File: config.mk
export PLATFORM = sky130hd
export DESIGN_NAME = board_game_ctrl
export DESIGN_NICKNAME = d
export VERILOG_FILES = /design/src/rtl/board_pkg.sv /design/src/rtl/board_pixel_map.sv /design/src/rtl/board_game_ctrl.sv
export SDC_FILE = /design/constraint.sdc
export NUM_CORES = 1
export LEC_CHECK = 0
export ABC_AREA = 1
export ABC_CLOCK_PERIOD_IN_PS = 3200
export BUFFER_PORTS_ARGS = -buffer_cell sky130_fd_sc_hd__buf_2
export CAP_MARGIN = 0
export CORE_UTILIZATION = 46
export CTS_BUF_LIST = sky130_fd_sc_hd__clkbuf_4 sky130_fd_sc_hd__clkbuf_8
export DETAILED_ROUTE_END_ITERATION = 10
export PLACE_DENSITY_LB_ADDON = 0.25
export SLEW_MARGIN = 20
export SYNTH_ARGS = -nofsm -noshare
export SYNTH_HDL_FRONTEND = slang
export SYNTH_SLANG_ARGS = --single-unit
File: constraint.sdc
create_clock -name CLK -period 3.2 [get_ports CLK]
set_clock_uncertainty 0.15 [all_clocks]
set_input_delay 0.16 -clock CLK [delete_from_list [all_inputs] [get_ports CLK]]
set_output_delay 0.16 -clock CLK [all_outputs]
set_load 0.02 [all_outputs]
File: src/rtl/board_pkg.sv
// Shared types and constants for the N x N, K-in-a-row board game engine.
// Provides cell codes, game-state codes, FSM state enum, the four win-check
// direction deltas, pixel colour constants and a player-to-cell helper.
package board_pkg;

  // Board storage is always sized for the largest supported board.
  localparam int unsigned MAXN = 8;

  typedef logic [1:0] cell_t;
  localparam cell_t CELL_EMPTY = 2'b00;
  localparam cell_t CELL_P0    = 2'b01;
  localparam cell_t CELL_P1    = 2'b10;

  typedef logic [1:0] gs_t;
  localparam gs_t GS_PLAY = 2'b00;
  localparam gs_t GS_WIN0 = 2'b01;
  localparam gs_t GS_WIN1 = 2'b10;
  localparam gs_t GS_DRAW = 2'b11;

  typedef enum logic [1:0] {
    S_IDLE,
    S_WAIT_VB,
    S_CHECK,
    S_DONE
  } state_t;

  // Signed probe coordinate: must hold -1 .. MAXN for the bounds test.
  typedef logic signed [4:0] coord_t;

  // Directions in check order: H(1,0), V(0,1), D(1,1), A(1,-1).
  localparam coord_t DIR_DX [4] = '{5'sd1, 5'sd0, 5'sd1, 5'sd1};
  localparam coord_t DIR_DY [4] = '{5'sd0, 5'sd1, 5'sd1, -5'sd1};

  typedef logic [2:0] rgb_t;
  localparam rgb_t WHITE = 3'b111;
  localparam rgb_t BLACK = 3'b000;
  localparam rgb_t RED   = 3'b100;
  localparam rgb_t BLUE  = 3'b001;
  localparam rgb_t GREEN = 3'b010;

  function automatic cell_t player_cell(input logic p);
    return p ? CELL_P1 : CELL_P0;
  endfunction

endpackage

File: src/rtl/board_pixel_map.sv
// Combinational pixel-to-board mapper.
// Ports:
//   row, col   : current pixel position
//   in_board   : pixel lies inside the N*CELL square starting at ORIGIN
//   grid_line  : pixel is on a cell's first row/column or the board's last row/column
//   inner      : pixel offset within its cell is in [MARGIN, CELL-MARGIN) on both axes
//   cell_x/y   : cell index (valid only when in_board)
module board_pixel_map #(
  parameter int unsigned N      = 3,
  parameter int unsigned CELL   = 100,
  parameter int unsigned ORIGIN = 50,
  parameter int unsigned MARGIN = 12
) (
  input  logic [31:0] row,
  input  logic [31:0] col,
  output logic        in_board,
  output logic        grid_line,
  output logic        inner,
  output logic [2:0]  cell_x,
  output logic [2:0]  cell_y
);

  localparam logic [31:0] LO = 32'(ORIGIN);
  localparam logic [31:0] HI = 32'(ORIGIN + N * CELL);

  logic [31:0] off_x;
  logic [31:0] off_y;
  logic        in_x;
  logic        in_y;

  always_comb begin
    cell_x = '0;
    cell_y = '0;
    off_x  = col - LO;
    off_y  = row - LO;
    // Compare chain against each cell's left/top boundary; last match wins.
    for (int unsigned i = 1; i < N; i++) begin
      if (col >= 32'(ORIGIN + i * CELL)) begin
        cell_x = 3'(i);
        off_x  = col - 32'(ORIGIN + i * CELL);
      end
      if (row >= 32'(ORIGIN + i * CELL)) begin
        cell_y = 3'(i);
        off_y  = row - 32'(ORIGIN + i * CELL);
      end
    end
    in_x      = (col >= LO) && (col < HI);
    in_y      = (row >= LO) && (row < HI);
    in_board  = in_x && in_y;
    grid_line = (off_x == '0) || (off_y == '0) ||
                (col == HI - 32'd1) || (row == HI - 32'd1);
    inner     = (off_x >= 32'(MARGIN)) && (off_x < 32'(CELL - MARGIN)) &&
                (off_y >= 32'(MARGIN)) && (off_y < 32'(CELL - MARGIN));
  end

endmodule

File: src/rtl/board_game_ctrl.sv
// N x N, K-in-a-row two-player game engine with VGA pixel colouring.
// Ports:
//   CLK, RST          : clock, asynchronous active-low reset
//   new_game          : synchronous clear, highest priority after RST
//   move_valid/x/y    : move request; accepted when move_ready is high
//   move_ready        : engine idle and game still in play
//   move_reject       : one-cycle pulse after an illegal accepted move
//   player            : player to move (0 = P0, 1 = P1)
//   game_state        : 00 playing, 01 P0 won, 10 P1 won, 11 draw
//   vnotactive        : vertical blanking; board writes wait for it
//   row, col          : pixel position from the VGA timing generator
//   red, green, blue  : registered pixel colour (1-cycle latency)
module board_game_ctrl
  import board_pkg::*;
#(
  parameter int unsigned N      = 3,
  parameter int unsigned K      = 3,
  parameter int unsigned CELL   = 100,
  parameter int unsigned ORIGIN = 50,
  parameter int unsigned MARGIN = 12
) (
  input  logic        CLK,
  input  logic        RST,
  input  logic        new_game,
  input  logic        move_valid,
  input  logic [2:0]  move_x,
  input  logic [2:0]  move_y,
  output logic        move_ready,
  output logic        move_reject,
  output logic        player,
  output logic [1:0]  game_state,
  input  logic        vnotactive,
  input  logic [31:0] row,
  input  logic [31:0] col,
  output logic        red,
  output logic        green,
  output logic        blue
);

  state_t     state_q;
  logic       player_q;
  gs_t        gs_q;
  logic [6:0] moves_q;
  logic [2:0] mx_q;
  logic [2:0] my_q;
  logic       reject_q;
  cell_t      board_q [MAXN][MAXN];
  logic [1:0] dir_q;
  logic       neg_q;
  logic [3:0] cnt_q;
  coord_t     px_q;
  coord_t     py_q;
  rgb_t       rgb_q;
  rgb_t       rgb_d;

  coord_t     mx_s;
  coord_t     my_s;
  coord_t     dx;
  coord_t     dy;
  logic [1:0] dir_nx;
  logic       probe_in;
  logic       probe_hit;
  cell_t      probe_cell;
  logic       mv_bad;

  assign move_ready  = (state_q == S_IDLE) && (gs_q == GS_PLAY);
  assign move_reject = reject_q;
  assign player      = player_q;
  assign game_state  = gs_q;
  assign {red, green, blue} = rgb_q;

  assign mx_s   = coord_t'({2'b00, mx_q});
  assign my_s   = coord_t'({2'b00, my_q});
  assign dx     = DIR_DX[dir_q];
  assign dy     = DIR_DY[dir_q];
  assign dir_nx = dir_q + 2'd1;

  always_comb begin
    probe_in   = !px_q[4] && !py_q[4] &&
                 (px_q[3:0] < 4'(N)) && (py_q[3:0] < 4'(N));
    probe_cell = board_q[py_q[2:0]][px_q[2:0]];
    probe_hit  = probe_in && (probe_cell == player_cell(player_q));
    mv_bad     = ({1'b0, move_x} >= 4'(N)) || ({1'b0, move_y} >= 4'(N)) ||
                 (board_q[move_y][move_x] != CELL_EMPTY);
  end

  // Game FSM. CHECK walks one cell per cycle: positive side of the current
  // direction, then the negative side, restarting the count per direction.
  always_ff @(posedge CLK or negedge RST) begin
    if (!RST) begin
      state_q  <= S_IDLE;
      player_q <= 1'b0;
      gs_q     <= GS_PLAY;
      moves_q  <= '0;
      mx_q     <= '0;
      my_q     <= '0;
      reject_q <= 1'b0;
      board_q  <= '{default: CELL_EMPTY};
      dir_q    <= '0;
      neg_q    <= 1'b0;
      cnt_q    <= 4'd1;
      px_q     <= '0;
      py_q     <= '0;
    end else if (new_game) begin
      state_q  <= S_IDLE;
      player_q <= 1'b0;
      gs_q     <= GS_PLAY;
      moves_q  <= '0;
      reject_q <= 1'b0;
      board_q  <= '{default: CELL_EMPTY};
      dir_q    <= '0;
      neg_q    <= 1'b0;
      cnt_q    <= 4'd1;
    end else begin
      reject_q <= 1'b0;
      unique case (state_q)
        S_IDLE: begin
          if (move_valid && move_ready) begin
            if (mv_bad) begin
              reject_q <= 1'b1;
            end else begin
              mx_q    <= move_x;
              my_q    <= move_y;
              state_q <= S_WAIT_VB;
            end
          end
        end
        S_WAIT_VB: begin
          if (vnotactive) begin
            board_q[my_q][mx_q] <= player_cell(player_q);
            moves_q <= moves_q + 7'd1;
            dir_q   <= '0;
            neg_q   <= 1'b0;
            cnt_q   <= 4'd1;
            px_q    <= mx_s + DIR_DX[0];
            py_q    <= my_s + DIR_DY[0];
            state_q <= S_CHECK;
          end
        end
        S_CHECK: begin
          if (probe_hit) begin
            cnt_q <= cnt_q + 4'd1;
            if (cnt_q + 4'd1 == 4'(K)) begin
              gs_q    <= player_q ? GS_WIN1 : GS_WIN0;
              state_q <= S_DONE;
            end else if (neg_q) begin
              px_q <= px_q - dx;
              py_q <= py_q - dy;
            end else begin
              px_q <= px_q + dx;
              py_q <= py_q + dy;
            end
          end else if (!neg_q) begin
            neg_q <= 1'b1;
            px_q  <= mx_s - dx;
            py_q  <= my_s - dy;
          end else if (dir_q == 2'd3) begin
            if (moves_q == 7'(N * N)) begin
              gs_q    <= GS_DRAW;
              state_q <= S_DONE;
            end else begin
              player_q <= !player_q;
              state_q  <= S_IDLE;
            end
          end else begin
            dir_q <= dir_nx;
            neg_q <= 1'b0;
            cnt_q <= 4'd1;
            px_q  <= mx_s + DIR_DX[dir_nx];
            py_q  <= my_s + DIR_DY[dir_nx];
          end
        end
        S_DONE: ;
      endcase
    end
  end

  logic       pix_in;
  logic       pix_grid;
  logic       pix_inner;
  logic [2:0] pix_x;
  logic [2:0] pix_y;
  cell_t      pix_cell;

  board_pixel_map #(
    .N      (N),
    .CELL   (CELL),
    .ORIGIN (ORIGIN),
    .MARGIN (MARGIN)
  ) u_pixel_map (
    .row       (row),
    .col       (col),
    .in_board  (pix_in),
    .grid_line (pix_grid),
    .inner     (pix_inner),
    .cell_x    (pix_x),
    .cell_y    (pix_y)
  );

  always_comb begin
    rgb_d    = WHITE;
    pix_cell = board_q[pix_y][pix_x];
    if (pix_in) begin
      if (pix_grid) begin
        rgb_d = BLACK;
      end else if (pix_inner) begin
        // Last placed stone is highlighted once the game is decided.
        if (pix_cell != CELL_EMPTY && gs_q != GS_PLAY &&
            pix_x == mx_q && pix_y == my_q) begin
          rgb_d = GREEN;
        end else if (pix_cell == CELL_P0) begin
          rgb_d = RED;
        end else if (pix_cell == CELL_P1) begin
          rgb_d = BLUE;
        end
      end
    end
  end

  always_ff @(posedge CLK or negedge RST) begin
    if (!RST) begin
      rgb_q <= WHITE;
    end else begin
      rgb_q <= rgb_d;
    end
  end

endmodule

# Word-level counts from Yosys, hierarchy flattened
# Cells that the tools add are included.
[classes]
n_addsub = 18
magnitude_cmp = 28
n_eq_ne = 28
n_mux = 115
bitwise = 12
reduce_logical = 52
[op_table]
columns = ["cell", "count"]
rows = [
  ["$mux 128", 3],
  ["$bmux 16 s3", 3],
  ["$bwmux 128", 1],
  ["$ge 32x8->1 const B", 4],
  ["$mux 32", 4],
  ["$sub 32x8->32 const B", 4],
  ["$mux 16", 7],
  ["$mux 5", 20],
  ["$eq 32x9->1 const B", 2],
  ["$ge 32x4->1 const B", 2],
  ["$ge 32x6->1 const B", 2],
  ["$logic_not 32->1", 2],
  ["$lt 32x7->1 const B", 2],
  ["$lt 32x9->1 const B", 2],
  ["$sub 32x6->32 const B", 2],
  ["$mux 2", 31],
  ["$demux 16 s3", 1],
  ["$bmux 5 s2", 4],
  ["$ge 4x4->1 const B", 6],
  ["$not 3->4", 6],
  ["$mux 7", 3],
  ["$mux 4", 5],
  ["$ne 4x4->1 const B", 5],
  ["$pmux 5 s2", 2],
  ["45 further kinds", 130],
]
[word_totals]
regBits = 167
inputBits = 75
output_inout_bits = 8

# Longest topological paths before layout
# Gate-level depths: netlist (run 1).
[depth]
depth_word = 18
mapped_depth = 26
ltp_nobuf = 25

# Hierarchy
# From an unflattened synthesis (run 1), not the netlist that was laid out.
[unflattened]
cells_unflattened = 2299
area_unflattened_um2 = 14829.2
[by_module_without_submodules]
columns = ["module", "n_inst", "cells_per_inst", "area_per_inst_um2"]
rows = [
  ["board_game_ctrl", 1, 1590, 11222.0],
  ["board_pixel_map", 1, 709, 3607.2],
]

# Least setup slack after synthesis (run 1)
# No wires, ideal clock.
[synth_timing]
path_kind = "input-to-reg"
from = "input row[4]"
to = "register rgb_q[0]"
arrival_ps = 2655
required_ps = 2961
setup_slack_ps = 305
stages = 26
path_cell_list = "buf_4 > nand2_2 > inv_2 > nand2_4 > nor2_8 > nor2_4 > nand2_2 > clkinv_2 > nand2_4 > buf_8 > buf_4 > a21oi_1 > o21ai_0 > o21ai_0 > nand2_1 > nand2_1 > inv_1 > ha_1 > nor4_1 > o21ai_0 > a221oi_1 > nand2_1 > nand2_1 > nand4_1 > nand2_1 > nand2_1"
[synth_via]
elab_chain_len = 18
[synth_rtl]
columns = ["element", "line", "text"]
rows = [
  ["from (decl)", "board_game_ctrl.sv:33", "input logic [31:0] row,"],
  ["$ge 32x8->1", "board_pixel_map.sv:42", "if (row >= 32'(ORIGIN + i * CELL)) begin"],
  ["$mux 1", "board_pixel_map.sv:42", ""],
  ["$mux 2", "board_pixel_map.sv:42", ""],
  ["$not 3->4 (implied by the code)", "board_game_ctrl.sv:202", "pix_cell = board_q[pix_y][pix_x];"],
  ["$bmux 16 s3", "board_game_ctrl.sv:202", ""],
  ["$mux 16 (implied by the code) (2 in series)", "board_game_ctrl.sv:202", ""],
  ["$bmux 2 s3", "board_game_ctrl.sv:202", ""],
  ["$mux 2 (implied by the code) (2 in series)", "board_game_ctrl.sv:202", ""],
  ["$reduce_bool 2->1", "board_game_ctrl.sv:208", "if (pix_cell != CELL_EMPTY && gs_q != GS_PLAY &&"],
  ["$logic_and 1x1->1 (2 in series)", "board_game_ctrl.sv:208", ""],
  ["$logic_and 1x1->1", "board_game_ctrl.sv:209", "pix_x == mx_q && pix_y == my_q) begin"],
  ["$mux 3", "board_game_ctrl.sv:208", ""],
  ["$mux 3", "board_game_ctrl.sv:206", "end else if (pix_inner) begin"],
  ["$mux 3", "board_game_ctrl.sv:204", "if (pix_grid) begin"],
  ["$mux 3 (*)", "board_game_ctrl.sv:203", "if (pix_in) begin"],
  ["named net rgb_d[0]", "board_game_ctrl.sv:54", "rgb_t rgb_d;"],
  ["to (signal assigned)", "board_game_ctrl.sv:224", "rgb_q <= rgb_d;"],
  ["to (decl)", "board_game_ctrl.sv:53", "rgb_t rgb_q;"],
]
# The timed path passes the listed nets; every way through them passes the cells marked *. The select of a mux whose other input is x is not followed.
# A chain may end at the register's enable or synchronous reset.

# Worst setup path in the final report (run 1)
[layout_timing]
from = "input move_y[0]"
to = "register reject_q (netlist: move_reject)"
[layout_via]
elab_chain_len = 13
[layout_rtl]
columns = ["element", "line", "text"]
rows = [
  ["from (decl)", "board_game_ctrl.sv:27", "input logic [2:0] move_y,"],
  ["$not 3->4 (implied by the code)", "board_game_ctrl.sv:84", "(board_q[move_y][move_x] != CELL_EMPTY);"],
  ["$bmux 16 s3", "board_game_ctrl.sv:84", ""],
  ["$mux 16 (implied by the code) (2 in series)", "board_game_ctrl.sv:84", ""],
  ["$bmux 2 s3", "board_game_ctrl.sv:84", ""],
  ["$mux 2 (implied by the code) (2 in series)", "board_game_ctrl.sv:84", ""],
  ["$reduce_bool 2->1", "board_game_ctrl.sv:84", ""],
  ["$logic_or 1x1->1 (*)", "board_game_ctrl.sv:83", "mv_bad = ({1'b0, move_x} >= 4'(N)) || ({1'b0, move_y} >= 4'(N)) ||"],
  ["$mux 1 (*)", "board_game_ctrl.sv:119", "if (mv_bad) begin"],
  ["$mux 1 (*)", "board_game_ctrl.sv:118", "if (move_valid && move_ready) begin"],
  ["$mux 1 (*)", "board_game_ctrl.sv:116", "unique case (state_q)"],
  ["$mux 1 (*)", "board_game_ctrl.sv:104", "end else if (new_game) begin"],
  ["to (signal assigned)", "board_game_ctrl.sv:109", "reject_q <= 1'b0;"],
  ["to (signal assigned)", "board_game_ctrl.sv:115", "reject_q <= 1'b0;"],
  ["to (signal assigned)", "board_game_ctrl.sv:120", "reject_q <= 1'b1;"],
  ["to (decl)", "board_game_ctrl.sv:46", "logic reject_q;"],
]
# Every way passes the cells marked *; elsewhere a longest branch is shown, timed or not. The select of a mux whose other input is x is not followed.

==> summary.md, run 1 <==
| Metric | Value |
|---|---|
| Share of the clock period used by the worst path | `93.0%` |
| Kind of end point of the critical path | `flip-flop` |
| CTS max path bufs | `2` |
| Critical Path RT | `3.48 ns` |
| Total power density per cell area | `497 nW/µm²` |
| Sequential share of the synthesized area | `30.0%` |
| First-pass iteration count of the detailed router | `5` |
| Final setup violation count | `0` |
| Setup WS pre-CTS | `-0.00513 ns` |
| Worst Slack Setup Final | `0.224 ns` |
| Kind of cell with the highest combined delay on the critical path | `buffers and inverters` |
| Syn nets | `2239` |
| Clock sink total | `167` |
| Number of maximum-capacitance violations | `0` |
| Worst r2r path cells | `18` |
| Number of global-route vias before repair | `13900` |
| Critical path buffers and inverters | `6` |
| Leading cell types by total area after synthesis | `sky130_fd_sc_hd__dfrtp_1 29%, sky130_fd_sc_hd__nand2_1 14%, sky130_fd_sc_hd__o21ai_0 7.9%, sky130_fd_sc_hd__nor2_1 6.0%, sky130_fd_sc_hd__nand3_1 6.0%` |
| Fraction of power consumed by sequential logic | `31.1%` |
| Footprint of the flip-flops and latches | `4190 µm²` |
| Achievable Freq | `336 MHz` |
| Delay contributed by the slowest stage of the critical path | `0.57 ns` |
| Critical path, cell by cell | `dlygate4sd3_1 -> buf_2 -> inv_1 -> buf_4 -> o21ai_0 -> o221ai_1 -> o21ai_0 -> o21ai_0 -> nor2_1 -> o21ai_0 -> nand3_1 -> nand2_1 -> inv_1 -> nor3_1 -> dlygate4sd3_1` |
| Die area | `31000 µm²` |
| Stages on the worst setup path | `15` |
| Iteration-0 DRC count of the detailed router | `1363` |
| Post-synthesis cell count | `2123` |
| Number of placed instances with taps included | `2611` |
| Final Hold Vio Count | `0` |
| Clock network fraction of design power | `18.5%` |
| Post-detailed-route DRC marker count | `0` |
| Initial antenna violation count | `0` |
| Overall routed net length | `44600 µm` |
| N_diodes | `0` |
| Synth Area in XOR/XNOR | `4.40%` |
| Time the final worst path needs with I/O delays and setup | `2.98 ns` |
| CP Launch Type | `input port` |
| Number of port buffers | `82` |
| Synth top area share | `29.3%` |
| Top cell type by total area after synthesis | `sky130_fd_sc_hd__dfrtp_1` |
| Switch Pwr | `3.62 mW` |
| Detail Route Antenna Nets | `0` |
| Cell Count, Final, Fillers Out | `2651` |
| Leakage | `7.30 nW` |
| Rel. slew slack | `50.2%` |
| Switching part of the total power | `46.5%` |
| Start-to-end type of the worst setup path | `in2reg` |
| Number of enable-type register cells in the synthesized netlist | `0` |
| Filler Cell Count | `2978` |
| Worst supply voltage drop on vdd | `314 µV` |
| Number of buffers created by CTS | `17` |
| Path category of the worst min-delay check | `in2reg` |
| CTS tree | `built` |
| Placed cell area | `15200 µm²` |
| Detailed-route vias per instance | `5.58` |
| Global routing usage summed across all routing layers | `29.3%` |
| Combinational Power Share | `50.3%` |
| Cell occurring most often along the worst timing path | `sky130_fd_sc_hd__o21ai_0` |
| Root Driver | `sky130_fd_sc_hd__clkbuf_8` |
| Hold Path Cell Cnt | `3` |
| Wire per inst | `16.8 µm` |
| Post-synthesis simple-gate area fraction | `33.6%` |
| Die Y-Extent | `176 µm` |
| Maximum level of the CTS H-tree | `4` |
| Run status | `finished, final reports clean` |
| Total standard cell area after synthesis | `13900 µm²` |
| Commonest cells in the synthesized netlist | `531 x sky130_fd_sc_hd__nand2_1, 224 x sky130_fd_sc_hd__nor2_1, 220 x sky130_fd_sc_hd__o21ai_0, 187 x sky130_fd_sc_hd__inv_1, 166 x sky130_fd_sc_hd__nand3_1` |
| Main flop type after synthesis | `sky130_fd_sc_hd__dfrtp_1` |
| Synthesis-stage register bit count | `167` |
| RSZ-0062 raised after global routing | `false` |
| Number of distinct standard cells referenced by the synthesized netlist | `56` |
| Fraction of final layout cells sized beyond drive strength 1 | `14.4%` |
| Wire length of the first global-routing pass | `72200 µm` |
| Max Fanout on Critical Path | `20` |
| Accumulated negative setup slack | `0 ns` |
| Clock latency reported for the late side of the worst-skew pair | `0.48 ns` |
| Number of pins with negative max-slew slack in the final report | `0` |
| Starting Density | `46.9%` |
| Clock input transition at the sequential cells of the worst setup and hold paths | `0.11 ns` |
| Worst Tran Pin Value | `0.746 ns` |
| X dimension of the die | `176 µm` |
| Maximum number of pins on one net before global-route repair | `67` |
| Worst Path Arrival | `3.25 ns` |
| Critical-path top delay cell | `sky130_fd_sc_hd__dlygate4sd3_1` |
| Finished Cell Area | `15700 µm²` |
| Placeable core area | `29700 µm²` |
| Mux share of post-synthesis cell area | `0.0718%` |
| Core Rows | `63` |
| HPWL after detailed placement | `32900 µm` |
| Number of top-level pins | `83` |
| Number of vias after detailed routing | `14800` |
| Ys Warns | `0` |
| Layout-stage area growth over the synthesis result | `12.4%` |
| Worst hold slack | `0.0345 ns` |
| Adder-cell share of the synthesized area | `3.90%` |
| Mapped Avg Cell Area | `6.56 µm²` |
| Power Internal | `4.17 mW` |
| Multi-input gate area | `8420 µm²` |
| Main combinational cell family by area after synthesis | `simple AND/OR/NAND/NOR gates` |
| Most numerous cell in the Yosys netlist | `sky130_fd_sc_hd__nand2_1` |
| # nets final | `2364` |
| Overflow left after global routing | `0` |
| GP Congestion | `0.996` |
| Proportion of register bits with asynchronous set or reset after synthesis | `100%` |
| Synthesized-area fraction occupied by ao, oa, aoi and oai cells | `18.4%` |
==> worst paths after layout <==
check,startpoint,endpoint,slack (ns)
setup / recovery,move_y[0],move_reject,0.22
max in group asynchronous,RST,board_q[3],1.82
hold / removal,move_x[0],mx_q[0],0.03
min in group asynchronous,RST,cnt_q[2],0.07
setup reg to reg,py_q[0],game_state[0],0.23
hold reg to reg,board_q[82],board_q[82],0.34
==> worst min-delay path: stages <==
cell and delay [ns]:
sky130_fd_sc_hd__buf_2 0.16, sky130_fd_sc_hd__inv_1 0.17, sky130_fd_sc_hd__o21ai_0 0.11
==> logic make-up (layout without fill, tap and decap cells) <==
kind of cell               Yosys count  after routing
xor gates and xnor gates            70             70
adders and majority gates           41             41
muxes                                1              1
buffers and inverters              308            446
AOI/OAI and AO/OA                  468            468
and+or+nand+nor                   1068           1068
DFF                                167            167
==> placed cells by master (no fill, tap or decap), drive strengths merged, types with 3 or more instances in the layout <==
| cell type | count |
|---|---|
| a21boi | 3 |
| a21o | 3 |
| a21oi | 118 |
| a221oi | 3 |
| buf | 198 |
| clkbuf | 20 |
| clkinv | 14 |
| clkinvlp | 3 |
| dfrtp | 163 |
| dfstp | 4 |
| dlygate4sd3 | 6 |
| fa | 4 |
| ha | 37 |
| inv | 205 |
| nand2 | 555 |
| nand3 | 171 |
| nand4 | 31 |
| nor2 | 258 |
| nor3 | 36 |
| nor4 | 8 |
| o211ai | 33 |
| o21ai | 251 |
| o221ai | 7 |
| o22ai | 42 |
| xnor2 | 15 |
| xor2 | 55 |
==> final cells by class <==
class	count	area share [%]
Inverter	210	5.06
Clock buffer	20	1.72
Tap cell	390	3.12
Clock inverter	12	0.599
Sequential cell	167	26.7
Timing Repair Buffer	204	9.03
Multi-Input combinational cell	1648	53.8
==> flip-flops by register name, summed over array words and instances, names as in the netlist, 3 cells and up <==
signal   count
board_q    128
mx_q         3
py_q         5
moves_q      7
cnt_q        4
rgb_q        3
px_q         5
my_q         3
==> through the flow <==
step	power [mW]	utilization [%]
2_1_floorplan	5.08	-
3_3_place_gp	6.19	51.2
3_5_place_dp	6.25	51.2
4_1_cts	7.70	52.6
5_1_grt	8.34	52.7
6_report	7.79	52.7
==> power groups by stage <==
stage	Clock (mW)	Combinational [mW]	Sequential, mW
floorplan	0	2.71	2.37
global placement	0	3.73	2.46
detailed placement	0	3.79	2.47
CTS	1.46	3.81	2.43
global route	1.55	4.36	2.43
finish	1.44	3.92	2.42
==> metal layers <==
metal / global-route usage, % / wire length (µm) / vias to the layer above
li1: - / - / 7269
met1: 40.0 / 19900 / 6813
met2: 46.1 / 19800 / 591
met3: 3.92 / 3160 / 126
met4: 12.9 / 1760 / 0
met5: 0 / 0 / -
==> repair_timing <==
item | in CTS | in global routing
gates resized for setup | 0 | 3
endpoints found under the setup margin | 0 | 15
hold buffers | 6 | 0
endpoints found under the hold margin | 71 | 0
setup buffers | 0 | 2
(Power assumes the default switching activity.)
==> inputs of run 2 (changes only) <==
- CORE_MARGIN: default -> 4
==> run 2 against run 1 <==
Effect of this change: critical path depth increased by 2; global-route usage decreased by 2.4 points; critical endpoint is now py_q[0]; sequential cell count unchanged; largest power group unchanged.
==> summary.md, run 2 (synthesis results as in run 1) <==
| Metric | Value |
|---|---|
| Time the final worst path needs with I/O delays and setup | `2.95 ns (-0.0218 ns)` |
| Power Internal | `4.49 mW (+7.7%)` |
| Root Driver | `sky130_fd_sc_hd__clkbuf_8` |
| Clock latency reported for the late side of the worst-skew pair | `0.48 ns (about the same)` |
| Kind of end point of the critical path | `flip-flop` |
| Worst Slack Setup Final | `0.246 ns (+0.0218 ns)` |
| Overflow left after global routing | `0 (unchanged)` |
| Most used cells in the layout excluding fill and tap cells | `530 x sky130_fd_sc_hd__nand2_1, 223 x sky130_fd_sc_hd__nor2_1, 220 x sky130_fd_sc_hd__o21ai_0` |
| Core Rows | `63 (unchanged)` |
| Maximum number of pins on one net before global-route repair | `76 (+13%)` |
| Number of vias after detailed routing | `14900 (+0.70%)` |
| CTS tree | `built` |
| # nets final | `2355 (-0.38%)` |
| Run status | `finished, final reports clean` |
| Detailed-route vias per instance | `5.64 (+1.1%)` |
| Initial antenna violation count | `0 (unchanged)` |
| CP Launch Type | `flip-flop` |
| Global routing usage summed across all routing layers | `26.8% (-2.4 points)` |
| Source of the worst hold timing path | `new_game` |
| Wire per inst | `17.0 µm (+0.97%)` |
| Register containing the most flip-flops in the final layout | `board_q` |
| Post-detailed-route DRC marker count | `0 (unchanged)` |
| Number of pins with negative max-slew slack in the final report | `0 (unchanged)` |
| Rel. slew slack | `44.4% (-5.8 points)` |
| Number of top-level pins | `83 (unchanged)` |
| Number of maximum-capacitance violations | `0 (unchanged)` |
| Final Total Pwr | `8.10 mW (+4.1%)` |
| Most common library cell in the layout ignoring fill and taps | `sky130_fd_sc_hd__nand2_1` |
| Biggest registers after layout | `board_q x128, moves_q x7` |
| Cell Count, Final, Fillers Out | `2641 (-0.38%)` |
| Overall routed net length | `44900 µm (+0.59%)` |
| Setup WS pre-CTS | `-0.0252 ns (-0.0201 ns)` |
| First-pass iteration count of the detailed router | `5 (unchanged)` |
| Maximum level of the CTS H-tree | `4 (unchanged)` |
| Fraction of final layout cells sized beyond drive strength 1 | `14.2% (-0.25 points)` |
| N_diodes | `0 (unchanged)` |
| Achievable Freq | `339 MHz (+0.74%)` |
| Clock sink total | `167 (unchanged)` |
| Number of buffers created by CTS | `17 (unchanged)` |
| Number of flip-flops under the largest register name | `128 (unchanged)` |
| Utilization of the core after routing | `52.5% (-0.23 points)` |
| Iteration-0 DRC count of the detailed router | `1371 (+0.59%)` |
| Share of the clock period used by the worst path | `92.3% (-0.68 points)` |
| Layout-stage area growth over the synthesis result | `12.2%` |
| Filler Cell Count | `3039 (+2.0%)` |
| Die Y-Extent | `182 µm (+3.4%)` |
| Number of placed instances with taps included | `2601 (-0.38%)` |
| Path category of the worst min-delay check | `in2reg` |
| Leakage | `7.28 nW (-0.22%)` |
| Combinational Power Share | `50.5% (+0.2 points)` |
| Starting Density | `46.8% (-0.12 points)` |
| Clock network fraction of design power | `19.8% (+1.3 points)` |
| Worst Path Arrival | `3.14 ns (-0.11 ns)` |
| Accumulated negative setup slack | `0 ns (unchanged)` |
| RR Startpoint | `py_q[1]` |
| Detail Route Antenna Nets | `0 (unchanged)` |
| Critical Path RT | `3.39 ns (-0.09 ns)` |
| HPWL after detailed placement | `33500 µm (+1.7%)` |
| Final setup violation count | `0 (unchanged)` |
| Switching part of the total power | `44.6% (-1.8 points)` |
| RSZ-0062 raised after global routing | `false` |
| Placeable core area | `29800 µm² (+0.27%)` |
| Number of global-route vias before repair | `14100 (+1.5%)` |
| Number of port buffers | `82 (unchanged)` |
| Clock input transition at the sequential cells of the worst setup and hold paths | `0.09 ns (-0.02 ns)` |
| Start-to-end type of the worst setup path | `reg2reg` |
| Wire length of the first global-routing pass | `73100 µm (+1.3%)` |
| CTS max path bufs | `2 (unchanged)` |
| Max Fanout on Critical Path | `19 (-5.0%)` |
| Fraction of power consumed by sequential logic | `29.6% (-1.5 points)` |
| Worst Tran Pin Value | `0.827 ns (+0.0806 ns)` |
| Final Hold Vio Count | `0 (unchanged)` |
| Die area | `33100 µm² (+6.9%)` |
| GP Congestion | `0.976 (-2.0%)` |
| Setup crit start | `py_q[1]` |
| Total power density per cell area | `518 nW/µm² (+4.2%)` |
| Switch Pwr | `3.62 mW (about the same)` |
| Worst supply voltage drop on vdd | `395 µV (+26%)` |
| X dimension of the die | `182 µm (+3.4%)` |
==> run 2: changes by cell type in the layout (fill, tap and decap cells not counted), sizes merged <==
cell / delta
clkinvlp: -1
bufinv: +3
clkinv: -2
dlygate4sd3: -2
inv: -1
buf: -7
==> run 2: cell type report <==
class	count	area, µm²	area share (%)
clock buffer	20	256	1.64
clock inverter	11	150	0.960
inverter	210	792	5.07
multi-input combinational	1648	8420	53.9
sequential	167	4190	26.8
tap	390	488	3.12
timing repair buffer	195	1340	8.58
==> run 2: routing by layer <==
layer / track usage (%) / wire [µm] / vias to the layer above
met3: 3.85 / 3420 / 104
met2: 43.3 / 20300 / 618
met4: 9.13 / 1380 / 0
met1: 37.1 / 19700 / 6913
li1: - / - / 7268
met5: 0 / 0 / -
==> run 2: power groups by stage <==
stage	logic, mW	clock network (mW)	registers [mW]
floorplan	2.71	0	2.37
global placement	3.75	0	2.43
detailed placement	3.79	0	2.44
CTS	3.82	1.63	2.40
global route	4.55	1.72	2.42
finish	4.10	1.60	2.40
==> run 2: timing repair <==
| item | CTS | global route |
|---|---|---|
| hold buffers | 4 | 0 |
| setup buffers | 0 | 5 |
| resized for setup | 0 | 4 |
| endpoints found under the setup margin | 0 | 22 |
| endpoints found under the hold margin | 72 | 0 |
==> run 2: worst paths after layout <==
kind	endpoint	slack, ns	cells after the start
worst min-delay path	move_reject	0.05	2
worst max-delay path	py_q[0]	0.25	17
min in group asynchronous	cnt_q[3]	0.14	2
worst min register to register	board_q[19]	0.34	2
max in group asynchronous	py_q[1]	1.90	3
worst max register to register	py_q[0]	0.25	17
==> run 2: through the flow <==
step,hold slack [ns],cell area [µm²]
5_1_grt,0.0413,15600
3_3_place_gp,0.0826,15100
3_5_place_dp,0.0926,15100
4_1_cts,0.0316,15600
6_report,0.0540,15600
2_1_floorplan,-0.286,13900
==> run 2: critical path, cell delays in order, from the launching register on <==
cell	delay, ns
sky130_fd_sc_hd__dfrtp_2	0.47
sky130_fd_sc_hd__inv_1	0.09
sky130_fd_sc_hd__buf_4	0.26
sky130_fd_sc_hd__nor3_1	0.07
sky130_fd_sc_hd__nor3_1	0.14
sky130_fd_sc_hd__nand2_1	0.09
sky130_fd_sc_hd__nand2_1	0.07
sky130_fd_sc_hd__nand2_1	0.05
sky130_fd_sc_hd__nand3_1	0.08
sky130_fd_sc_hd__nand3_1	0.18
sky130_fd_sc_hd__and2_1	0.21
sky130_fd_sc_hd__nand2_1	0.09
sky130_fd_sc_hd__nand3_2	0.14
sky130_fd_sc_hd__nand2_1	0.10
sky130_fd_sc_hd__nand3_1	0.11
sky130_fd_sc_hd__a21o_2	0.31
sky130_fd_sc_hd__nand2_1	0.08
sky130_fd_sc_hd__nand2_1	0.09
